===== src/rtl/pen_servo_pkg.sv =====
// Shared definitions for the pen servo sequencer: state encoding,
// default timing constants and the ms-to-cycles conversion helper.
package pen_servo_pkg;

  // Sequencer states, 2-bit encoding fixed so the state can be probed externally
  typedef enum logic [1:0] {
    IDLE = 2'd0,
    MOVE = 2'd1,
    HOLD = 2'd2,
    DONE = 2'd3
  } state_t;

  // 100 MHz system clock
  localparam int unsigned DEFAULT_CYCLES_PER_MS = 100000;

  // Servo travel time allowed after the pen changes position
  localparam int unsigned DEFAULT_SETTLE_MS = 300;

  // Convert a millisecond count into clock cycles at full 32-bit width.
  // 255 ms at 100000 cycles/ms is 25,500,000, well inside 32 bits.
  function automatic logic [31:0] ms_to_cycles(input logic [31:0] ms,
                                               input logic [31:0] cycles_per_ms);
    return ms * cycles_per_ms;
  endfunction

endpackage


===== src/rtl/pen_servo_seq_cycle_timer.sv =====
// Loadable 32-bit down-counter used to time the MOVE and HOLD intervals.
// The counter is loaded with (interval - 1) on state entry, so expired is
// high during the final cycle of the interval and the FSM leaves the state
// on the edge that ends that cycle.
module cycle_timer (
  input  logic        clk,
  input  logic        rst,
  input  logic        load,
  input  logic [31:0] load_value,
  output logic [31:0] value,
  output logic        expired
);

  // Load on request, otherwise count down and park at zero
  always_ff @(posedge clk) begin
    if (rst) begin
      value <= 32'd0;
    end else if (load) begin
      value <= load_value;
    end else if (value != 32'd0) begin
      value <= value - 32'd1;
    end
  end

  assign expired = (value == 32'd0);

endmodule


===== src/rtl/pen_servo_seq.sv =====
// Pen servo sequencer: accepts a pen up/down command, drives the registered
// pen level, waits for the servo to travel (only when the level actually
// changes), dwells for the commanded hold time and then pulses done.
module pen_servo_seq
  import pen_servo_pkg::*;
#(
  parameter int unsigned CYCLES_PER_MS = DEFAULT_CYCLES_PER_MS,
  parameter int unsigned SETTLE_MS     = DEFAULT_SETTLE_MS
) (
  input  logic       clk,
  input  logic       rst,
  input  logic       cmd_valid,
  input  logic       cmd_down,
  input  logic [7:0] cmd_hold_ms,
  output logic       cmd_ready,
  output logic       write,
  output logic       busy,
  output logic       done
);

  localparam logic [31:0] CPM           = 32'(CYCLES_PER_MS);
  localparam logic [31:0] SETTLE_CYCLES = ms_to_cycles(32'(SETTLE_MS), CPM);

  state_t      state;
  logic [7:0]  hold_ms;
  logic [31:0] cmd_hold_cycles;
  logic [31:0] held_hold_cycles;
  logic        need_move;

  logic        timer_load;
  logic [31:0] timer_load_value;
  logic [31:0] timer_value;
  logic        timer_expired;
  logic        unused_timer_value;

  // The FSM only needs the expired flag; the raw count is kept on the port for probing
  assign unused_timer_value = ^timer_value;

  assign cmd_hold_cycles  = ms_to_cycles({24'd0, cmd_hold_ms}, CPM);
  assign held_hold_cycles = ms_to_cycles({24'd0, hold_ms}, CPM);

  // A travel interval is only needed when the new level differs from the current one
  assign need_move = (cmd_down != write) && (SETTLE_CYCLES != 32'd0);

  // Status outputs are decoded purely from the registered state
  assign cmd_ready = (state == IDLE);
  assign busy      = (state != IDLE);
  assign done      = (state == DONE);

  // Decide when the interval timer is (re)loaded and with which length
  always_comb begin
    timer_load       = 1'b0;
    timer_load_value = 32'd0;
    case (state)
      IDLE: begin
        if (cmd_valid) begin
          if (need_move) begin
            timer_load       = 1'b1;
            timer_load_value = SETTLE_CYCLES - 32'd1;
          end else if (cmd_hold_cycles != 32'd0) begin
            timer_load       = 1'b1;
            timer_load_value = cmd_hold_cycles - 32'd1;
          end
        end
      end
      MOVE: begin
        if (timer_expired && (held_hold_cycles != 32'd0)) begin
          timer_load       = 1'b1;
          timer_load_value = held_hold_cycles - 32'd1;
        end
      end
      default: begin
      end
    endcase
  end

  // Sequencer FSM with the registered pen level; reset always wins over a command
  always_ff @(posedge clk) begin
    if (rst) begin
      state   <= IDLE;
      write   <= 1'b0;
      hold_ms <= 8'd0;
    end else begin
      case (state)
        IDLE: begin
          if (cmd_valid) begin
            write   <= cmd_down;
            hold_ms <= cmd_hold_ms;
            if (need_move) begin
              state <= MOVE;
            end else if (cmd_hold_cycles != 32'd0) begin
              state <= HOLD;
            end else begin
              state <= DONE;
            end
          end
        end
        MOVE: begin
          if (timer_expired) begin
            state <= (held_hold_cycles != 32'd0) ? HOLD : DONE;
          end
        end
        HOLD: begin
          if (timer_expired) begin
            state <= DONE;
          end
        end
        DONE: begin
          state <= IDLE;
        end
        default: begin
          state <= IDLE;
        end
      endcase
    end
  end

  cycle_timer u_timer (
    .clk        (clk),
    .rst        (rst),
    .load       (timer_load),
    .load_value (timer_load_value),
    .value      (timer_value),
    .expired    (timer_expired)
  );

endmodule

===== config.mk =====
export PLATFORM = sky130hd
export DESIGN_NAME = pen_servo_seq
export DESIGN_NICKNAME = d
export VERILOG_FILES = /design/src/rtl/pen_servo_pkg.sv /design/src/rtl/pen_servo_seq_cycle_timer.sv /design/src/rtl/pen_servo_seq.sv
export SDC_FILE = /design/constraint.sdc
export NUM_CORES = 1
export LEC_CHECK = 0
export CAP_MARGIN = 30
export CORE_MARGIN = 2
export CORE_UTILIZATION = 35
export CTS_CLUSTER_DIAMETER = 80
export DETAILED_ROUTE_END_ITERATION = 7
export GPL_TIMING_DRIVEN = 1
export PLACE_DENSITY = 0.56
export SLEW_MARGIN = 20
export SYNTH_ARGS = -nofsm -noshare
export SYNTH_HDL_FRONTEND = slang
export SYNTH_SLANG_ARGS = --single-unit

===== constraint.sdc =====
create_clock -name clk -period 7.3 [get_ports clk]
set_input_delay 1.46 -clock clk [delete_from_list [all_inputs] [get_ports clk]]
set_output_delay 1.46 -clock clk [all_outputs]
set_load 0.02 [all_outputs]

Word-level counts from Yosys, hierarchy flattened
Index checks and enable logic that the tools add are counted.
{"block": "word_totals", "inputBits": 12, "regBits": 43}
{"block": "op_classes", "reduce_logical": 10, "n_mux": 19, "add_sub_neg": 3, "mul": 2, "n_eq_ne": 7}
{"operator": "32-bit 2-to-1 mux", "n": 6}
{"operator": "32-bit nonzero test", "n": 3}
{"operator": "32-bit case mux with 2 select lines", "n": 1}
{"operator": "25-bit by 1-bit subtractor with 26-bit output, second input constant", "n": 2}
{"operator": "8-bit by 12-bit multiplier with 20-bit output, second input constant", "n": 2}
{"operator": "32-bit logical NOT", "n": 1}
{"operator": "32-bit by 1-bit subtractor with 32-bit output, second input constant", "n": 1}
{"operator": "2-bit 2-to-1 mux", "n": 4}
{"operator": "2-bit case mux with 4 select lines", "n": 1}
{"operator": "1-bit 2-to-1 mux", "n": 6}
{"operator": "2-bit != test, second input constant", "n": 3}
{"operator": "2-bit == test, second input constant", "n": 2}
{"operator": "2-bit nonzero test", "n": 2}
{"operator": "3-bit AND reduction", "n": 1}
{"operator": "2-bit by 1-bit == test with 1-bit output, second input constant", "n": 1}
{"operator": "2-bit logical NOT", "n": 1}
{"operator": "1-bit case mux with 2 select lines", "n": 1}
{"operator": "2-bit AND reduction", "n": 1}
{"operator": "1-bit logical AND", "n": 1}
{"operator": "1-bit != test", "n": 1}

Logic depth before layout (Yosys ltp)
{"block": "depth", "depth_word": 7, "mapped_depth": 21, "mapped_depth_nobuf": 19}

Cells and area by module
Synthesis repeated with hierarchy kept, for this count alone.
{"block": "unflattened", "cells_unflattened": 814, "area_unflattened_um2": 6820.3}
{"mod": "pen_servo_seq", "n_inst": 1, "seq_area_each_um2": 220.2, "area_each_um2": 4986.0, "cells_per_inst": 604}
{"mod": "cycle_timer", "n_inst": 1, "seq_area_each_um2": 640.6, "area_each_um2": 1834.3, "cells_per_inst": 210}

Least setup slack after synthesis
Ideal clock, no wire load.
{"block": "synth_path", "path_kind": "in2reg", "startpoint": "in cmd_hold_ms[3]", "endpoint": "reg u_timer.value[24]", "slack_ps": 1025, "t_arrival_ps": 6202, "cell_stages": 17, "t_required_ps": 7227, "n_path_buf": 1, "cell_sequence": "ha_1 inv_1 fa_1 fa_1 inv_1 ha_1 ha_1 a21oi_1 a311oi_1 o21ai_1 or3b_1 a2111o_1 or4b_4 and2_1 buf_6 or3_4 o211ai_2"}
{"block": "synth_between", "elab_chain_cells": 7, "elab_cells_between_ends": 13, "classes_between": "add/sub (1); mul (1); mux (9); reduce/logical (2)"}
{"item": "start: declaration", "line": "pen_servo_seq.sv:14", "rtl": "input logic [7:0] cmd_hold_ms,"}
{"item": "8-bit by 12-bit multiplier with 20-bit output *", "line": "pen_servo_pkg.sv:23", "rtl": "return ms * cycles_per_ms;"}
{"item": "25-bit by 1-bit subtractor with 26-bit output / 32-bit nonzero test (equally long branches)", "line": "pen_servo_seq.sv:62, pen_servo_seq.sv:60"}
{"item": "32-bit 2-to-1 mux / 1-bit 2-to-1 mux (equally long branches)", "line": "pen_servo_seq.sv:60", "rtl": "end else if (cmd_hold_cycles != 32'd0) begin"}
{"item": "32-bit 2-to-1 mux / 1-bit 2-to-1 mux (equally long branches)", "line": "pen_servo_seq.sv:57", "rtl": "if (need_move) begin"}
{"item": "32-bit 2-to-1 mux / 1-bit 2-to-1 mux (equally long branches)", "line": "pen_servo_seq.sv:56", "rtl": "if (cmd_valid) begin"}
{"item": "32-bit case mux with 2 select lines / 1-bit case mux with 2 select lines (equally long branches)", "line": "pen_servo_seq.sv:54", "rtl": "case (state)"}
{"item": "32-bit 2-to-1 mux / 2-bit nonzero test (equally long branches)"}
{"item": "end signal: assignment", "line": "pen_servo_seq_cycle_timer.sv:19", "rtl": "value <= load_value;"}
{"item": "end signal: assignment", "line": "pen_servo_seq_cycle_timer.sv:21", "rtl": "value <= value - 32'd1;"}
{"item": "end: declaration", "line": "pen_servo_seq_cycle_timer.sv:10", "rtl": "output logic [31:0] value,"}
Every way passes the cells marked *; elsewhere a longest branch is shown, timed or not.
A chain may end at the register's enable or synchronous reset.

Worst setup path after layout
{"block": "layout_path", "startpoint": "in cmd_hold_ms[4]", "endpoint": "reg u_timer.value[11]"}
Same word-level chain as after synthesis.

==> results.toml <==
[critical_path]
crit_type = "in2reg"
cp-end-kind = "flip-flop"
arrival_ps = 7070
cp_max_fo = 14
worstPathRequired_ps = 7450
worstSetupStartpointType = "input port"

[synth]
synth_cells = 800
synth_edf_count = 0
synth-main-ff-cell = "dfxtp_1"
synth_warnings = 0
ys_ff_latch = 43
async_flop_share_pct = 0
synth_area_leaders = "ha_1 (22%), dfxtp_1 (14%), fa_1 (7.6%)"
synth_area_per_cell_um2 = 7.92
synth_mux_area_share_pct = 0.652
ys_seq_area_share_pct = 13.6
ys_types = 69
synthAdderAreaFrac_pct = 29.7
synth_compound_area_share_pct = 18.3
synth_xor_area_share_pct = 10.9
synth_top_family_by_area = "adder cells"
synth_top_area_share_pct = 22.1
syn_area_um2 = 6330
yosys.area.top_type = "ha_1"
synthesis.nets = 948
synth-simple-area-share_pct = 20.7

[placement]
place_area_um2 = 6770
io_buffers = 15
place.gp.congestion = 0.894
dp_hpwl_um = 13200

[finish]
synthToLayoutAreaGrowth_pct = 9.17
final_nets = 964
final_common_cell = "ha_1"
multi_input_area_um2 = 5080
drive_above_1_share_pct = 4.41
fillers = 1837
final_cell_area_um2 = 6910
ff_latch_area_um2 = 861
mostFrequentLayoutCells = "ha_1 (112), inv_1 (79), nand2_1 (75)"
diodes = 0

[cts]
clkTransAtPathRegs_ps = 60
clk_path_buf_depth = 2
post_cts_buffers = 0
clock_sinks = 43
cts_root_buf = "clkbuf_16"
numCtsBuffers = 5
cts_tree = "yes"
holdBufCountCts = 0
cts_max_level = 2
cts_resized = 0
clk_latency_ps = 290

[sta]
setup_viol = 0
rsz0062_at_grt = "no"
fmax_mhz = 144
post-route-min-period_ps = 6920
fin_skew_ps = 7.34
period_share_pct = 94.8
worstMarginPinSlew_ps = 963
setup_tns_ps = 0
hold_viol = 0
relSlewSlack_pct = 35.2
slew_viol_final = 0

[flow_run]
maxCapViolCount = 0

[floorplanning]
start_util_pct = 35.5
die_height_um = 139
design.core.area_um2 = 17800
die_x_um = 139
dieArea_um2 = 19200
rows = 49
io-pin-count = 16

[route]
wl_um = 15700
drt-initial-drc-count = 324
wl_per_cell_um = 15.0
routed-via-count = 5474
drt-pass1-iter-count = 5
drc = 0
via_per_inst = 5.23
postRouteAntennaNets = 0

[power_and_ir_drop]
leakage_nw = 3.23
powerDensity_nw_per_um2 = 309
ir_drop_mv = 0.131

[outcome]
status = "finished clean"

[worst_hold_path]
min_path_type = "reg2reg"

[global_routing]
antenna_found_initial = 0
grt_overflow = 0
grt_pass1_vias = 5202
grt_pass1_wl_um = 26300
grt_start_max_net_pins = 30
grt_use_total_pct = 16.5
## cell type report
type                       count  share of cell area, %
multi-input combinational    660                   73.5
sequential                    43                   12.5
inverter                      79                   4.29
tap                          229                   4.14
timing repair buffer          27                   3.48
clock buffer                   5                   1.81
clock inverter                 3                  0.290
## cell families (layout without fill, tap and decap cells)
group,after synthesis,in the layout
AO/OA/AOI/OAI,182,182
buffers and inverters,97,114
adder cells (fa/ha/maj),136,136
AND/OR/NAND/NOR,259,259
flip-flops,43,43
multiplexers,4,4
XOR/XNOR,79,79
## per-stage QoR
step / instances / setup slack [ps] / utilization, % / hold WS (ps) / power (mW)
after detailed placement: 1038 / 142 / 37.9 / 494 / 1.91
after global routing: 1046 / 78.5 / 38.7 / 540 / 2.37
after CTS: 1046 / 433 / 38.7 / 503 / 2.14
final: 1046 / 379 / 38.7 / 506 / 2.14
after global placement: 1038 / 239 / 37.9 / 491 / 1.91
after floorplan: 800 / 1020 / - / 470 / 1.56
## power breakdown
group	switching [mW]	total [mW]	internal (mW)	leakage [nW]
Combinational	0.930	1.55	0.620	2.82
Sequential	0.0634	0.363	0.299	0.353
Clock	0.0965	0.223	0.126	0.0658
## routing by layer
metal	global-route usage [%]	part of all wire, %	wire [µm]	up-vias
li1	-	-	-	2870
met1	24.5	53	8270	2491
met2	25.6	43	6740	99
met3	2.29	3.1	485	14
met4	3.28	1.4	216	0
met5	0	0	0	-
## critical path, cell delays in order
cell and delay [ps]:
clkdlybuf4s50_1 510, ha_1 370, inv_1 60, fa_1 460
fa_1 550, inv_1 40, ha_1 280, ha_1 400
nand4_1 150, a311oi_1 660, a221oi_1 270, a2111o_1 460
or4b_4 570, a21oi_2 250, a21o_1 480, a31oi_1 80
## flip-flops by register name, indices dropped and copies added (netlist names)
register       count
hold_ms            8
state              2
u_timer.value     32
write              1
## synth_stat cells, types with 10 or more instances
| master | n |
|---|---|
| xor2_1 | 44 |
| dfxtp_1 | 43 |
| nand2b_1 | 11 |
| a21oi_1 | 58 |
| nor2_1 | 51 |
| nand2_1 | 75 |
| a31oi_1 | 13 |
| inv_1 | 79 |
| xnor2_1 | 35 |
| nand3_1 | 22 |
| fa_1 | 24 |
| nor3_1 | 33 |
| a21o_1 | 10 |
| o21ai_0 | 39 |
| ha_1 | 112 |
## path summary, 6_finish.rpt
kind	cells past startpoint	slack, ps	start	to
min reg2reg	2	510	state[0]$_SDFFE_PP0P_	state[0]$_SDFFE_PP0P_
max	16	380	cmd_hold_ms[4]	u_timer.value[11]$_SDFFE_PP0P_
max reg2reg	17	1360	hold_ms[2]$_SDFFE_PP0P_	u_timer.value[11]$_SDFFE_PP0P_
min	2	510	state[0]$_SDFFE_PP0P_	state[0]$_SDFFE_PP0P_
No activity file was read; power rests on OpenSTA's default activity.
